## src/rtl/ram_access_sequencer.sv

```systemverilog
// Single-port SRAM access sequencer: FREE -> ADDR -> BUSY -> DATA handshake.
// Optional RAM_MISALIGN_CHECK_EN: misaligned accesses fault instead of force-aligning.
module ram_access_sequencer #(
    parameter int unsigned LATENCY     = 1,
    parameter int unsigned SRAM_ADDR_W = 14
) (
    input  logic                   CLK,
    input  logic                   RST,
    input  logic [31:0]            ram_addr,
    input  logic [31:0]            ram_store,
    input  logic                   ram_ren,
    input  logic                   ram_wen,
    input  logic [1:0]             ram_width,
    output logic [31:0]            ram_load,
    output logic [1:0]             ram_state,
    output logic                   ram_fault,
    output logic                   sram_en,
    output logic                   sram_we,
    output logic [SRAM_ADDR_W-1:0] sram_addr,
    output logic [3:0]             sram_wbe,
    output logic [31:0]            sram_wdata,
    input  logic [31:0]            sram_rdata
);

    localparam logic [3:0] LAT = 4'(LATENCY);

    typedef enum logic [1:0] {
        RAM_FREE = 2'd0,
        RAM_ADDR = 2'd1,
        RAM_BUSY = 2'd2,
        RAM_DATA = 2'd3
    } state_t;

    state_t      state;
    logic [3:0]  cnt;
    logic        op_wr;
    logic [1:0]  lane;
    logic [1:0]  width_q;
    logic [31:0] load_q;
    logic        fault_q;
    logic        sram_ok;
    logic        unused;

    logic        is_byte;
    logic        is_half;
    logic        misaligned;
    logic [1:0]  lane_n;
    logic [3:0]  wbe_n;
    logic [31:0] wdata_n;

    always_comb begin
        is_byte    = ram_width == 2'd0;
        is_half    = ram_width == 2'd1;
        misaligned = (is_half && ram_addr[0]) ||
                     (!is_byte && !is_half && ram_addr[1:0] != 2'b00);
        lane_n     = 2'b00;
        wbe_n      = 4'b1111;
        wdata_n    = ram_store;
        if (is_byte) begin
            lane_n  = ram_addr[1:0];
            wbe_n   = 4'b0001 << ram_addr[1:0];
            wdata_n = {4{ram_store[7:0]}};
        end else if (is_half) begin
            lane_n  = {ram_addr[1], 1'b0};
            wbe_n   = 4'b0011 << {ram_addr[1], 1'b0};
            wdata_n = {2{ram_store[15:0]}};
        end
    end

    // On the first BUSY cycle the SRAM output is live; afterwards use load_q.
    logic [31:0] cap;
    logic [31:0] shifted;
    logic [31:0] fmt;

    always_comb begin
        cap     = (cnt == LAT) ? sram_rdata : load_q;
        shifted = cap >> {lane, 3'b000};
        unique case (width_q)
            2'd0:    fmt = {24'd0, shifted[7:0]};
            2'd1:    fmt = {16'd0, shifted[15:0]};
            default: fmt = shifted;
        endcase
    end

`ifdef RAM_MISALIGN_CHECK_EN
    assign sram_ok = !misaligned;
    assign unused  = ^ram_addr[31:SRAM_ADDR_W+2];

    always_ff @(posedge CLK or posedge RST) begin
        if (RST) begin
            fault_q   <= 1'b0;
            ram_fault <= 1'b0;
        end else begin
            if (state == RAM_FREE && (ram_wen || ram_ren))
                fault_q <= misaligned;
            ram_fault <= (state == RAM_BUSY && cnt == 4'd1) ? fault_q : 1'b0;
        end
    end
`else
    assign sram_ok   = 1'b1;
    assign fault_q   = 1'b0;
    assign ram_fault = 1'b0;
    assign unused    = ^{ram_addr[31:SRAM_ADDR_W+2], misaligned};
`endif

    assign ram_state = state;

    always_ff @(posedge CLK or posedge RST) begin
        if (RST) begin
            state      <= RAM_FREE;
            cnt        <= 4'd0;
            op_wr      <= 1'b0;
            lane       <= 2'b00;
            width_q    <= 2'b00;
            load_q     <= 32'd0;
            ram_load   <= 32'd0;
            sram_en    <= 1'b0;
            sram_we    <= 1'b0;
            sram_addr  <= '0;
            sram_wbe   <= 4'b0000;
            sram_wdata <= 32'd0;
        end else begin
            sram_en  <= 1'b0;
            sram_we  <= 1'b0;
            sram_wbe <= 4'b0000;
            unique case (state)
                RAM_FREE: begin
                    if (ram_wen || ram_ren) begin
                        op_wr      <= ram_wen;
                        lane       <= lane_n;
                        width_q    <= ram_width;
                        sram_en    <= sram_ok;
                        sram_we    <= ram_wen && sram_ok;
                        sram_wbe   <= (ram_wen && sram_ok) ? wbe_n : 4'b0000;
                        sram_wdata <= wdata_n;
                        sram_addr  <= ram_addr[SRAM_ADDR_W+1:2];
                        state      <= RAM_ADDR;
                    end
                end
                RAM_ADDR: begin
                    cnt   <= LAT;
                    state <= RAM_BUSY;
                end
                RAM_BUSY: begin
                    if (cnt == LAT && !op_wr)
                        load_q <= sram_rdata;
                    cnt <= cnt - 4'd1;
                    if (cnt == 4'd1) begin
                        ram_load <= (op_wr || fault_q) ? 32'd0 : fmt;
                        state    <= RAM_DATA;
                    end
                end
                RAM_DATA: begin
                    ram_load <= 32'd0;
                    state    <= RAM_FREE;
                end
            endcase
        end
    end

endmodule
```

## config.mk

```make
export PLATFORM = sky130hd
export DESIGN_NAME = ram_access_sequencer
export DESIGN_NICKNAME = d
export VERILOG_FILES = /design/src/rtl/ram_access_sequencer.sv
export SDC_FILE = /design/constraint.sdc
export NUM_CORES = 1
export LEC_CHECK = 0
export CORE_MARGIN = 1.5
export CORE_UTILIZATION = 47
export DETAILED_ROUTE_END_ITERATION = 10
export GPL_TIMING_DRIVEN = 0
export PLACE_DENSITY = 0.88
export SYNTH_ARGS = -nofsm -noshare
export SYNTH_HDL_FRONTEND = slang
export SYNTH_SLANG_ARGS = --single-unit
```

## constraint.sdc

```tcl
create_clock -name CLK -period 4.8 [get_ports CLK]
set_clock_uncertainty 0.05 [all_clocks]
set_input_delay 0.72 -clock CLK [delete_from_list [all_inputs] [get_ports CLK]]
set_output_delay 0.72 -clock CLK [all_outputs]
set_load 0.01 [all_outputs]
```

# Word-level counts from Yosys, hierarchy flattened
# Index checks and enable logic that the tools add are counted.
[word_totals]
input_bits = 102
word_cells = 58
register_bits = 127
[classes]
n_eq_ne = 8
add_sub_neg = 1
n_mux = 22
reduce_logical = 12
shifts = 3
[op_table]
columns = ["cell", "count"]
rows = [
  ["32-bit 2-to-1 mux", 5],
  ["32-bit case mux with 2 select lines", 2],
  ["32-bit by 5-bit right shift with 32-bit output", 1],
  ["4-bit 2-to-1 mux", 5],
  ["2-bit 2-to-1 mux", 4],
  ["2-bit case mux with 4 select lines", 1],
  ["4-bit case mux with 2 select lines", 1],
  ["2-bit AND reduction", 4],
  ["2-bit by 1-bit equality test with 1-bit output (second input constant)", 3],
  ["2-bit logical NOT", 3],
  ["2-bit equality test (second input constant)", 2],
  ["4-bit by 1-bit equality test with 1-bit output (second input constant)", 1],
  ["1-bit 2-to-1 mux", 4],
  ["2-bit inequality test (second input constant)", 2],
  ["2-bit nonzero test", 2],
  ["1-bit by 2-bit left shift with 4-bit output (first input constant)", 1],
  ["2-bit by 2-bit left shift with 4-bit output (first input constant)", 1],
  ["4-bit by 1-bit subtractor with 4-bit output (second input constant)", 1],
  ["1-bit logical AND", 1],
  ["1-bit logical NOT", 1],
  ["1-bit logical OR", 1],
]

# Depth between registers and ports, before layout
[depth]
word_depth = 7
mapped_depth = 9
mapped_depth_nobuf = 6

# Least setup slack after synthesis
# No wires, ideal clock.
[synth_timing]
path_type = "register to register"
startpoint = "reg cnt[1]"
endpoint = "reg ram_load[0]"
path_buffers = 2
path_stages_with_launch = 8
t_arrival_ns = 1.873
setup_slack_ns = 2.751
setup_ns = 0.126
cell_sequence = "dfrtp_1 -> inv_1 -> ha_1 -> nor3b_2 -> buf_6 -> buf_8 -> mux4_2 -> a221o_1"
[synth_via]
elab_chain_cells = 7
word_cells_on_any_way = 9
[synth_rtl]
columns = ["element", "line", "text"]
rows = [
  ["from (decl)", "35", "logic [3:0] cnt;"],
  ["from (signal assigned)", "147", "cnt <= cnt - 4'd1;"],
  ["4-bit by 1-bit equality test with 1-bit output (*)", "76, 148", ""],
  ["32-bit 2-to-1 mux", "76", "cap = (cnt == LAT) ? sram_rdata : load_q;"],
  ["32-bit by 5-bit right shift with 32-bit output", "77", "shifted = cap >> {lane, 3'b000};"],
  ["32-bit case mux with 2 select lines", "78", "unique case (width_q)"],
  ["32-bit 2-to-1 mux", "149", "ram_load <= (op_wr || fault_q) ? 32'd0 : fmt;"],
  ["32-bit 2-to-1 mux", "148", "if (cnt == 4'd1) begin"],
  ["32-bit case mux with 2 select lines", "126", "unique case (state)"],
  ["to (signal assigned)", "149", ""],
  ["to (decl)", "14", "output logic [31:0] ram_load,"],
]
# Every way passes the cells marked *; elsewhere a longest branch is shown, timed or not. The select of a mux whose other input is x is not followed.
# A chain may end at the register's enable or synchronous reset.

# Final worst setup path
[layout_timing]
startpoint = "in ram_wen"
endpoint = "reg sram_wdata[11]"
[layout_via]
elab_chain_cells = 2
[layout_rtl]
columns = ["element", "line", "text"]
rows = [
  ["from (decl)", "12", "input logic ram_wen,"],
  ["1-bit logical OR", "128", "if (ram_wen || ram_ren) begin"],
  ["2-bit AND reduction (no line)", "n/a", ""],
  ["to (signal assigned)", "135", "sram_wdata <= wdata_n;"],
  ["to (decl)", "21", "output logic [31:0] sram_wdata,"],
]
# No other way between the ends.

==> summary.md <==
| Metric | Value |
|---|---|
| Status | `complete, no violations` |
| Final hold vios | `0` |
| GRT Util Overall | `25.88%` |
| Total number of vias | `4,676` |
| # Post-CTS Setup Buffers | `0` |
| Initial antenna violation count | `0` |
| Root Buffer | `clkbuf_16` |
| Port bufs | `170` |
| Most frequent cells after synthesis | `127 x dfrtp_1, 56 x mux2_2, 49 x mux2i_1` |
| Final WL | `16,140 um` |
| Starting Density | `48.47%` |
| Share of cells above drive strength 1 | `18.14%` |
| Crit path cell chain | `clkdlybuf4s50_1 -> o21ai_1 -> clkbuf_1 -> clkbuf_1 -> nand2_1 -> o21ai_0` |
| Crit path max fanout | `10` |
| Power Density | `746.0 nW/um^2` |
| Core area | `12,110 um^2` |
| Max incr delay on CP | `0.47 ns` |
| Worst hold stages | `2` |
| Die Wd | `114.8 um` |
| CP Launch Type | `input port` |
| Netlist cell types | `37` |
| Final Net Count | `761` |
| Hold Startpoint | `sram_wdata[27]$_DFFE_PP0P_` |
| Via density | `5.600` |
| # setup viols final | `0` |
| Slew HR | `27.64%` |
| # DRC | `0` |
| # diodes | `0` |
| CP Data Arrival Time | `2.79 ns` |
| Critical path class | `input port to register` |
| Ys async rst share | `100.0%` |
| Hold Crit Endpoint | `sram_wdata[27]$_DFFE_PP0P_` |
| Mapped cell area | `5871 um^2` |
| Drt first pass iters | `4` |
| GR Overflow Total | `0` |
| Finished Cell Area | `8426 um^2` |
| Post_cts resized | `0` |
| Ys flop type | `dfrtp_1` |
| R2R depth | `6` |
| Area leader, netlist | `dfrtp_1` |
| Syn Area/Cell | `12.65 um^2` |
| Part of the cycle the worst path needs | `52.51%` |
| Seq/Total Area, Yosys | `54.13%` |
| Clock sinks | `127` |
| Slowest cell on crit path | `clkbuf_1` |
| Crit. End Element | `register` |
| Synth warn | `0` |
| Worst Tran Pin Value | `1.083 ns` |
| CTS tree | `done` |
| Initial drt markers | `285` |
| Ranking of synthesized cells by area | `dfrtp_1 54%, mux2_2 11%, mux2i_1 8.4%` |
| Total CTS buffers | `17` |
| Die Area | `13,170 um^2` |
| Post-cts hold buffer count | `0` |
| IO Pins | `189` |
| Routed wire per std cell | `19.33 um` |
| Data required, critical path | `5.07 ns` |
| Cell with the most instances after synthesis | `dfrtp_1` |
| Max IR drop VDD | `0.4416 mV` |
| Skew-Pair Late Insertion Delay | `0.41 ns` |
| First-pass GRT wire length | `25,510 um` |
| Register bit total from synthesis | `127` |
| Min Tclk post-route | `2.521 ns` |
| Clock slew at reported path FFs | `0.06 ns` |
| Leak pwr | `3.654 nW` |
| Syn Nets | `571` |
| Pin count of the biggest net entering global routing | `69` |
| RR Startpoint | `cnt[1]$_DFFE_PP0P_` |
| Placer Congestion | `0.8616` |
| Area after DPL | `7815 um^2` |
| Post-synth top area share | `54.13%` |
| Final Total Pwr | `6.285 mW` |
| Cells after Synth | `464` |
| RR Endpoint | `ram_load[11]$_DFFE_PP0P_` |
| Std cell rows | `40` |
| H-tree level count | `4` |
| Worst hold path type | `register to register` |
| Die Span Y | `114.8 um` |
| Remaining antenna violation count after routing | `0` |
| Area Growth Syn to Fin | `43.52%` |
| # Max-Cap Violations | `0` |
| Flop-to-flop setup slack | `2.36 ns` |
| FMAX | `396.7 MHz` |
| RSZ-0062 raised after global routing | `no` |
| Cell mode on critical path | `clkbuf_1` |
| Max Root-Sink Buffers | `2` |
| Vias in the first global route | `5,078` |
| Post-synth EDFFs | `0` |
| Max Slew Vio Count | `0` |
| Detailed Place HPWL | `11,740 um` |
==> registers in the layout, indices dropped and copies added (netlist names), 2 cells and up <==
name / count
cnt: 4
lane: 2
load_q: 32
ram_load: 32
ram_state: 2
sram_addr: 14
sram_wbe: 4
sram_wdata: 32
width_q: 2
==> layer usage <==
layer	vias up	GRT usage (%)	wire, um	share of wire, %
met3	40	9.858	1675	10
met2	238	45.07	8044	50
met5	-	0	0	0
li1	2062	-	-	-
met4	0	12.43	544	3.4
met1	2336	27.87	5879	36
==> how the worst max path moves through the flow <==
stage	endpoint	startpoint	slack [ns]	cells past startpoint
after detailed placement	lane[0]$_DFFE_PP0P_	ram_wen	1.89	6
final	sram_wdata[11]$_DFFE_PP0P_	ram_wen	2.28	6
after global routing	sram_wdata[11]$_DFFE_PP0P_	ram_wen	2.11	6
after floorplan	cnt[0]$_DFFE_PP0P_	RST	0.65	1
after CTS	sram_wdata[11]$_DFFE_PP0P_	ram_wen	2.24	6
after global placement	sram_addr[11]$_DFFE_PP0P_	RST	-0.88	2
==> cells in the final DEF (no fill, tap or decap), drive strengths merged, types with 2 or more instances in the layout <==
cell           count
mux2i             49
o211ai             2
nor3               2
o31ai              2
clkdlybuf4s50    170
bufinv             3
dfrtp            127
clkinv             4
ha                 5
buf               15
o21ai             46
nor3b              2
clkbuf            40
a221o              8
nand2             46
mux2              56
mux4              16
a22oi              7
and2               8
nand2b             2
a21oi             12
a22o               9
inv               10
nor2              15
clkinvlp           2
==> critical path, delay by kind of cell <==
kind            cells  cell delay [ns]
compound gates      2             0.57
buf+inv             3             1.38
simple gates        1             0.12
==> metrics by stage <==
step                      cells  hold WS (ns)  worst slack, ns  TNS, ns  utilization, %
after floorplan             464        0.4152           0.6457        0               -
after global placement      802        0.4104          -0.8810  -110.90           64.26
after detailed placement    803        0.4245            1.887        0           64.52
after CTS                   835        0.4372            2.241        0           69.57
after global routing        835        0.4628            2.106        0           69.57
final                       835        0.4340            2.279        0           69.57
==> kinds of logic after synthesis <==
logic type               Yosys count  synth area share (%)
flip-flops                       127                 54.13
AND/OR/NAND/NOR                   81                 6.628
buffers and inverters             41                 3.559
adder cells (fa/ha/maj)            5                 1.066
AO/OA/AOI/OAI                     88                 9.314
other                              1               0.06388
multiplexers                     121                 25.23
==> layout make-up <==
type                       count  area, um^2
clock buffer                  23       478.0
inverter                      10       42.54
sequential                   127        3178
fill                         854        3686
timing repair buffer         171        1729
multi-input combinational    296        2484
buffer                        31       171.4
tap                          168       210.2
clock inverter                 9       132.6
==> power breakdown <==
group	switching [mW]	total (mW)	internal, mW
Clock	0.465	1.32	0.857
Sequential	0.313	1.89	1.58
Combinational	1.41	3.07	1.66
Total	2.19	6.29	4.10
Power figures use the tool's default switching activity.
